### src/rtl/otter_csr_int.sv
// Machine-mode CSR file and external-interrupt unit for the OTTER MCU.
// Holds mstatus/mie/mtvec/mepc/mcause and raises INT_PENDING for the control FSM.
module otter_csr_int #(
    parameter int          SYNC_STAGES = 2,
    parameter logic [31:0] MCAUSE_EXT  = 32'h8000000B
) (
    input  logic        CLK,
    input  logic        RST,
    input  logic        INTR,
    input  logic        INT_TAKEN,
    input  logic        MRET_EXEC,
    input  logic        CSR_WE,
    input  logic [11:0] ADDR,
    input  logic [31:0] WD,
    input  logic [31:0] PC,
    output logic [31:0] RD,
    output logic [31:0] MEPC,
    output logic [31:0] MTVEC,
    output logic        MIE_BIT,
    output logic        INT_PENDING
);

    localparam logic [11:0] ADDR_MSTATUS = 12'h300;
    localparam logic [11:0] ADDR_MIE     = 12'h304;
    localparam logic [11:0] ADDR_MTVEC   = 12'h305;
    localparam logic [11:0] ADDR_MEPC    = 12'h341;
    localparam logic [11:0] ADDR_MCAUSE  = 12'h342;

    logic [SYNC_STAGES-1:0] sync_reg;
    logic                   hist_reg;
    logic                   pending_reg, pending_next;
    logic                   mie_reg, mie_next;
    logic                   mpie_reg, mpie_next;
    logic                   meie_reg, meie_next;
    logic [31:2]            mtvec_reg, mtvec_next;
    logic [31:2]            mepc_reg, mepc_next;
    logic [31:0]            mcause_reg, mcause_next;
    logic                   sync_out;
    logic                   rise;

    // Synchronizer chain for the asynchronous interrupt line.
    generate
        for (genvar gi = 0; gi < SYNC_STAGES; gi++) begin : g_sync
            if (gi == 0) begin : g_first
                always_ff @(posedge CLK) begin
                    if (RST) sync_reg[gi] <= 1'b0;
                    else     sync_reg[gi] <= INTR;
                end
            end else begin : g_rest
                always_ff @(posedge CLK) begin
                    if (RST) sync_reg[gi] <= 1'b0;
                    else     sync_reg[gi] <= sync_reg[gi-1];
                end
            end
        end
    endgenerate

    assign sync_out = sync_reg[SYNC_STAGES-1];
    assign rise     = sync_out & ~hist_reg;

    always_comb begin
        pending_next = pending_reg;
        mie_next     = mie_reg;
        mpie_next    = mpie_reg;
        meie_next    = meie_reg;
        mtvec_next   = mtvec_reg;
        mepc_next    = mepc_reg;
        mcause_next  = mcause_reg;

        // Only the CSR write path touches mtvec and mie, so those always commit.
        if (CSR_WE && ADDR == ADDR_MIE)   meie_next  = WD[11];
        if (CSR_WE && ADDR == ADDR_MTVEC) mtvec_next = WD[31:2];

        if (INT_TAKEN) begin
            mepc_next   = PC[31:2];
            mcause_next = MCAUSE_EXT;
            mpie_next   = mie_reg;
            mie_next    = 1'b0;
        end else begin
            if (CSR_WE && ADDR == ADDR_MEPC)   mepc_next   = WD[31:2];
            if (CSR_WE && ADDR == ADDR_MCAUSE) mcause_next = WD;
            if (MRET_EXEC) begin
                mie_next  = mpie_reg;
                mpie_next = 1'b1;
            end else if (CSR_WE && ADDR == ADDR_MSTATUS) begin
                mie_next  = WD[3];
                mpie_next = WD[7];
            end
        end

        // A fresh edge coinciding with trap entry must not be lost.
        if (INT_TAKEN)  pending_next = rise;
        else if (rise)  pending_next = 1'b1;
    end

    always_ff @(posedge CLK) begin
        if (RST) begin
            hist_reg    <= 1'b0;
            pending_reg <= 1'b0;
            mie_reg     <= 1'b0;
            mpie_reg    <= 1'b0;
            meie_reg    <= 1'b0;
            mtvec_reg   <= '0;
            mepc_reg    <= '0;
            mcause_reg  <= '0;
        end else begin
            hist_reg    <= sync_out;
            pending_reg <= pending_next;
            mie_reg     <= mie_next;
            mpie_reg    <= mpie_next;
            meie_reg    <= meie_next;
            mtvec_reg   <= mtvec_next;
            mepc_reg    <= mepc_next;
            mcause_reg  <= mcause_next;
        end
    end

    always_comb begin
        RD = 32'h0;
        case (ADDR)
            ADDR_MSTATUS: RD = {24'h0, mpie_reg, 3'b000, mie_reg, 3'b000};
            ADDR_MIE:     RD = {20'h0, meie_reg, 11'h0};
            ADDR_MTVEC:   RD = {mtvec_reg, 2'b00};
            ADDR_MEPC:    RD = {mepc_reg, 2'b00};
            ADDR_MCAUSE:  RD = mcause_reg;
            default:      RD = 32'h0;
        endcase
    end

    assign MEPC        = {mepc_reg, 2'b00};
    assign MTVEC       = {mtvec_reg, 2'b00};
    assign MIE_BIT     = mie_reg;
    assign INT_PENDING = pending_reg & mie_reg & meie_reg;

endmodule

### config.mk
export PLATFORM = sky130hd
export DESIGN_NAME = otter_csr_int
export DESIGN_NICKNAME = d
export VERILOG_FILES = /design/src/rtl/otter_csr_int.sv
export SDC_FILE = /design/constraint.sdc
export NUM_CORES = 1
export LEC_CHECK = 0
export BUFFER_PORTS_ARGS = -buffer_cell sky130_fd_sc_hd__buf_2
export CAP_MARGIN = 20
export CORE_AREA = 2 2 77 134
export CTS_CLUSTER_SIZE = 12
export DETAILED_ROUTE_END_ITERATION = 16
export DIE_AREA = 0 0 79 136
export PLACE_DENSITY = 0.81
export SYNTH_ARGS = -nofsm -noshare
export SYNTH_HDL_FRONTEND = slang
export SYNTH_SLANG_ARGS = --single-unit
export TNS_END_PERCENT = 100
### constraint.sdc
create_clock -name CLK -period 5.2 [get_ports CLK]
set_input_delay 0.78 -clock CLK [delete_from_list [all_inputs] [get_ports CLK]]
set_output_delay 0.78 -clock CLK [all_outputs]
set_load 0.02 [all_outputs]
=== After elaboration in Yosys (flattened, before gate mapping) ===
Index checks and enable logic that the tools add are counted.

* Register bits after elaboration: 99
* Output and inout port bits: 98
* Logic and storage cells: 43

* Equal/unequal tests: 5
* Multiplexer cells: 12
* Bitwise logic cells: 4
* Reductions and logical operators: 11

{| class="wikitable"
|+ Operators by type and width
! kind !! number
|-
| $pmux 32 s5 || 1
|-
| $mux 32 || 2
|-
| $eq 12x10->1 const B || 5
|-
| $mux 30 || 2
|-
| $reduce_bool 2->1 || 4
|-
| $mux 1 || 7
|-
| $logic_and 1x1->1 || 5
|-
| $and 1x1->1 || 3
|-
| $reduce_bool 3->1 || 1
|-
| $reduce_or 2->1 || 1
|-
| $not 1->1 || 1
|}

=== Depth between registers and ports, before layout ===
Gate-level depths: netlist of the first run.

* Depth after elaboration: 5
* Gate-level depth with buffers: 7
* Mapped depth without buffers: 4

=== Worst setup path before layout of the first run ===
No wires, ideal clock.

* Path type: input -> output
* Start: input port ADDR[3]
* End: output port RD[7]
* Arrival: 2406 ps
* Slack: 2014 ps
* Cell stages on the path: 6
* Path buffers: 2
* Cell sequence: or4_1 -> buf_6 -> nor4_4 -> buf_2 -> nand2_1 -> nand3_1

* Word-level cells in the longest chain between the ends: 2
* Elaborated cells on any way between the ends: 6

{| class="wikitable"
|+ RTL lines
! item !! RTL line !! source
|-
| start, declared || 13 || <nowiki>input logic [11:0] ADDR,</nowiki>
|-
| $eq 12x10->1 || 120 || <nowiki>case (ADDR)</nowiki>
|-
| $pmux 32 s5 (*) || 120 ||
|-
| end, declared || 16 || <nowiki>output logic [31:0] RD,</nowiki>
|}

Mark *: on every way between the ends. The rest lies on a longest branch, timed or not.

=== Worst setup path in the final report of the first run ===
* Start: input port ADDR[3]
* End: output port RD[24]

Same word-level chain as after synthesis.

==> results.cfg, run 1 <==
[status]
status = completed

[critical_path]
worstPathArrival_ps = 3260
cp_cell_sequence = buf_2 -> or4_1 -> nor4_4 -> buf_4 -> a222oi_1 -> inv_1 -> buf_2
cpLargestDelayFamily = simple AND/OR/NAND/NOR gates
worst-path-max-fanout = 15
path_buf_inv = 4
critPathLaunchType = input port
path_class = in -> out
crit_slowest_cell = nor4_4
crit_top_cell = buf_2
cp.required_ps = 4420
endpoint_kind = output port
slowest_delay_ps = 840

[global_route]
grt_max_degree = 73
grtUsageTotal = 0.257
antenna_found_initial = 0
grt_pass1_vias = 4608
grt_pass1_wl_um = 21800
grt_overflow_total = 0

[placement]
place.gp.congestion = 0.923
io_buffers = 173
dp_hpwl_um = 9510
placed_cells = 835
dp_slack_ps = 1160

[detailed_routing]
firstDrtPassIters = 7
detail_route.wl_per_cell_um = 16.6
vias = 4862
drc = 0
ant_nets = 0
routed_via_density = 5.71
wirelength_um = 14100
dr.first_iter.drc_count = 405

[finish]
finalNetCount = 804
layout.cells.non_filler = 852
n_antenna_cell = 0
syn_to_final_growth_pct = 25.5
largest_reg_flops = 32
drive_gt1_frac = 0.319

[clock_network]
cts_resized = 0
cts_buffers = 9
ctsHtreeMaxLevel = 3
clkLatencyLatePin_ps = 340
cts_hold_buf = 0
clockBufferDepth = 2
cts_root_buf = clkbuf_16
path_clk_slew_ps = 60
cts.sinks = 99
cts_tree = done
post-cts-setup-buffers = 0

[sta]
finalHoldViolations = 0
post-route-period-util = 0.777
max_slew.worst_pin.slew_ps = 986
setup_viol = 0
rsz0062_at_grt = false
skew_ps = 2.99
holdWs_ps = 449
max_freq_mhz = 247
slew_headroom = 0.338
fin_setup_tns_ps = 0
fin_ws_ps = 1160
period_needed_ps = 4040
slew_viol_final = 0

[yosys]
yosys_warnings = 0
synth_edf_count = 0
yosysUniqueCellTypes = 42
syn-instance-count = 574
ys_seq_area_frac = 0.421
synth_area_sq_um = 4710
syn_area_per_cell_sq_um = 8.20
synth_ff_type = dfxtp_1
ys_ff_latch = 99
synthArstFlopShare = 0

[die]
rows = 48
ios = 180
die_w_um = 79
die_y_um = 136
start_util = 0.484
die_area_sq_um = 10700
core_sq_um = 9730

[pwr]
ir_worst_vdd_mv = 0.163
leakage_nw = 2.83
p_per_area_nw_per_um2 = 284
power.total_mw = 1.68

[job]
drv_cap = 0

[worst_hold_path]
hold_path_class = reg -> reg
==> area by class of cell <==
class | count | area [sq um]
Inverter | 61 | 229
Clock inverter | 4 | 72.6
Multi-Input combinational cell | 368 | 2260
Tap cell | 125 | 156
Timing Repair Buffer | 183 | 948
Sequential cell | 99 | 1980
Clock buffer | 12 | 256
Fill cell | 866 | 3820
==> final timing paths <==
path,startpoint,end,slack [ps],cells after the start
worst max-delay path,ADDR[3],RD[24],1160,7
worst min-delay path,sync_reg[0],sync_out,450,1
worst max register to register,mepc_reg[8],mepc_reg[8],4310,2
worst min register to register,sync_reg[0],sync_out,450,1
==> synth_stat cells, types with 3 or more instances <==
| library cell | n | area share |
|---|---|---|
| and2_1 | 3 | 0.0040 |
| dfxtp_1 | 99 | 0.42 |
| nor2b_1 | 7 | 0.0093 |
| buf_6 | 6 | 0.014 |
| nand3_1 | 7 | 0.0074 |
| nand4_1 | 5 | 0.0066 |
| o21a_1 | 30 | 0.048 |
| mux2_1 | 4 | 0.0096 |
| buf_4 | 4 | 0.0064 |
| nor3_1 | 14 | 0.015 |
| inv_1 | 61 | 0.049 |
| mux2_2 | 26 | 0.062 |
| buf_2 | 8 | 0.0085 |
| a21oi_1 | 87 | 0.093 |
| clkbuf_1 | 29 | 0.023 |
| nand2_1 | 116 | 0.093 |
| a222oi_1 | 27 | 0.057 |
| nor4_4 | 3 | 0.014 |
| nand2b_1 | 3 | 0.0040 |
| nor2_1 | 6 | 0.0048 |
==> stage by stage <==
step            util  cell area (sq um)
2_1_floorplan      -               4720
3_3_place_gp   0.572               5560
6_report       0.607               5910
4_1_cts        0.606               5890
3_5_place_dp   0.572               5560
5_1_grt        0.607               5910
==> cells in the final DEF (no fill, tap or decap), types with 9 or more instances in the layout <==
master and count:
inv_1 61, buf_4 9, a222oi_1 27, clkbuf_16 9, o21a_1 30, a21oi_1 87
nand2_1 116, nor3_1 14, dfxtp_1 99, mux2_2 26, buf_2 173
==> routing by layer <==
metal	GRT usage	part of all wire	up-vias
met5	0	0	-
met3	0.0286	0.056	46
met2	0.460	0.54	230
met1	0.285	0.36	2322
li1	-	-	2264
met4	0.157	0.045	0
==> report_power, final <==
part	switching [mW]	leakage [nW]	total, mW	internal, mW
clock network	0.275	0.159	0.722	0.447
registers	0.0143	0.807	0.793	0.779
logic	0.0968	1.87	0.163	0.0666
total	0.386	2.83	1.68	1.29
==> logic make-up (layout without fill, tap and decap cells) <==
| kind of cell | after synthesis | in the layout | synth area share |
|---|---|---|---|
| and+or+nand+nor | 178 | 178 | 0.184 |
| AOI/OAI and AO/OA | 154 | 154 | 0.216 |
| buffers and inverters | 110 | 260 | 0.103 |
| DFF | 99 | 99 | 0.421 |
| muxes | 32 | 32 | 0.0760 |
| other | 1 | 4 | 0.000797 |
No activity file was read; power rests on OpenSTA's default activity.
==> inputs of run 2 (changes only) <==
--- a/config.mk
+++ b/config.mk
@@ -5,13 +5,14 @@
 export SDC_FILE = /design/constraint.sdc
 export NUM_CORES = 1
 export LEC_CHECK = 0
+export ABC_AREA = 1
 export BUFFER_PORTS_ARGS = -buffer_cell sky130_fd_sc_hd__buf_2
 export CAP_MARGIN = 20
-export CORE_AREA = 2 2 77 134
+export CORE_AREA = 2 2 83 144
 export CTS_CLUSTER_SIZE = 12
 export DETAILED_ROUTE_END_ITERATION = 16
-export DIE_AREA = 0 0 79 136
-export PLACE_DENSITY = 0.81
+export DIE_AREA = 0 0 85 146
+export PLACE_DENSITY = 0.77
 export SYNTH_ARGS = -nofsm -noshare
 export SYNTH_HDL_FRONTEND = slang
 export SYNTH_SLANG_ARGS = --single-unit
==> constraint.sdc (replaced) <==
create_clock -name CLK -period 3.7 [get_ports CLK]
set_input_delay 0.555 -clock CLK [delete_from_list [all_inputs] [get_ports CLK]]
set_output_delay 0.555 -clock CLK [all_outputs]
set_load 0.02 [all_outputs]
==> results.cfg, run 2 <==
[status]
status = completed

[sta]
slew_viol_final = 0
skew_ps = 1.34
max_slew.worst_pin.slew_ps = 676
post-route-period-util = 0.763
max_freq_mhz = 354
slew_headroom = 0.548
finalHoldViolations = 0
setup_viol = 0
fin_ws_ps = 878
rsz0062_at_grt = false
holdWs_ps = 401
fin_setup_tns_ps = 0
period_needed_ps = 2820

[yosys]
yosysTopAreaCell = dfxtp_1
syn-instance-count = 795
synth_edf_count = 0
yosysUniqueCellTypes = 27
yosys.cell_count.top_type = nand2_1
ys_ff_latch = 99
synth_area_sq_um = 4960
synthTopCellsByCount = 276 x nand2_1, 100 x nor2_1, 99 x dfxtp_1
yosys_warnings = 0
yosysTopAreaCellShare = 0.399
synth_ff_type = dfxtp_1
syn_area_per_cell_sq_um = 6.24
synthTopCellsByArea = dfxtp_1 40%, nand2_1 21%, nor2_1 7.6%
ys_seq_area_frac = 0.399
synthArstFlopShare = 0

[critical_path]
path_class = in -> out
crit_top_cell = buf_2
endpoint_kind = output port
worstPathArrival_ps = 2270
worst-path-max-fanout = 27
r2r_cells = 4
regToRegStartpoint = mcause_reg[4]
crit_slowest_cell = nand2_2
reg2reg_to = mcause_reg[4]
reg2reg_slack_ps = 2970
cp_cell_sequence = buf_2 -> nor2_4 -> nand2_1 -> nor3_4 -> nand2_2 -> o211ai_1 -> buf_2
slowest_delay_ps = 470
critPathLaunchType = input port
cp.required_ps = 3140

[clock_network]
cts_tree = done
cts_hold_buf = 0
clkLatencyLatePin_ps = 340
cts_resized = 0
post-cts-setup-buffers = 0
cts_root_buf = clkbuf_16
cts.sinks = 99
cts_buffers = 9
path_clk_slew_ps = 60
clockBufferDepth = 2
ctsHtreeMaxLevel = 3

[pwr]
p_per_area_nw_per_um2 = 371
ir_worst_vdd_mv = 0.270
leakage_nw = 3.25

[placement]
dp_slack_ps = 830
place.gp.congestion = 0.873
io_buffers = 173
dp_hpwl_um = 10300

[global_route]
grt_pass1_vias = 5126
antenna_found_initial = 1
grt_overflow_total = 0
grtUsageTotal = 0.248
grt_max_degree = 53
grt_pass1_wl_um = 24600

[detailed_routing]
detail_route.wl_per_cell_um = 14.2
vias = 5407
drc = 0
ant_nets = 0
wirelength_um = 15300
routed_via_density = 5.01
dr.first_iter.drc_count = 309
firstDrtPassIters = 5

[worst_hold_path]
hold_end = sync_out
whs_path_depth = 2
hold_path_class = reg -> reg
hp-start = sync_reg[0]

[finish]
final_cell_mix = 276 x nand2_1, 173 x buf_2, 99 x dfxtp_1, 99 x nor2_1, 97 x inv_1
finalNetCount = 1024
drive_gt1_frac = 0.222
syn_to_final_growth_pct = 24.3
layout_commonest_cell = nand2_1
largest_reg_flops = 32

[die]
core_sq_um = 11200
die_area_sq_um = 12400
die_w_um = 85
rows = 51
start_util = 0.444
ios = 180
die_y_um = 146

[job]
drv_cap = 0
==> run 2: changes by cell type in the layout (fill, tap and decap cells not counted), sizes merged, moves of 28 or more <==
cell	change
a21oi	-44
inv	+39
mux2	-30
nand2	+161
nand3	+40
nor2	+97
o21a	-30
o21ai	+28
==> run 2: final cells by class <==
class | instances | area, sq um
diodes | 1 | 2.50
well taps | 132 | 165
multi-input cells | 548 | 2400
clock buffers | 11 | 233
repair buffers | 184 | 948
flip-flops and latches | 99 | 1980
clock inverters | 5 | 62.6
inverters | 100 | 375
fillers | 1187 | 5000
==> run 2: logic make-up after synthesis <==
family | count (synthesis) | share of synthesized area
AO/OA/AOI/OAI | 99 | 0.114
buffers and inverters | 151 | 0.123
flip-flops | 99 | 0.399
multiplexers | 1 | 0.00202
other | 1 | 0.000756
AND/OR/NAND/NOR | 444 | 0.361
==> run 2: worst max path at each step <==
stage	slack [ps]	startpoint	cells past startpoint	to
final	880	ADDR[5]	7	RD[31]
after global routing	700	ADDR[11]	7	RD[19]
after CTS	830	ADDR[5]	7	RD[22]
after detailed placement	830	ADDR[5]	7	RD[22]
after global placement	880	ADDR[5]	7	RD[22]
after floorplan	1420	ADDR[5]	6	RD[12]
==> run 2: metrics by stage <==
step	instance area, sq um	std cells	utilization	power, mW
after global placement	5870	1063	0.526	1.36
after global routing	6170	1080	0.552	2.37
after floorplan	4970	798	-	1.26
after CTS	6160	1079	0.552	2.30
final	6170	1080	0.552	2.29
after detailed placement	5870	1063	0.526	1.36
==> run 2: power by group <==
group,switching [mW],internal (mW),total (mW),leakage (nW)
clock,0.419,0.529,0.948,0.136
combinational,0.150,0.0815,0.231,2.31
sequential,0.0183,1.09,1.11,0.805
total,0.587,1.70,2.29,3.25
==> run 2: critical path, delay by kind of cell <==
kind | cells | cell delay (ps)
simple gates | 4 | 1000
compound gates | 1 | 380
buf+inv | 2 | 330
==> run 2: layer usage <==
| metal | wire, um | part of all wire | global-route usage | up-vias |
|---|---|---|---|---|
| li1 | - | - | - | 2732 |
| met1 | 5880 | 0.38 | 0.279 | 2463 |
| met2 | 8160 | 0.53 | 0.441 | 169 |
| met3 | 703 | 0.046 | 0.0363 | 43 |
| met4 | 559 | 0.037 | 0.126 | 0 |
| met5 | 0 | 0 | 0 | - |
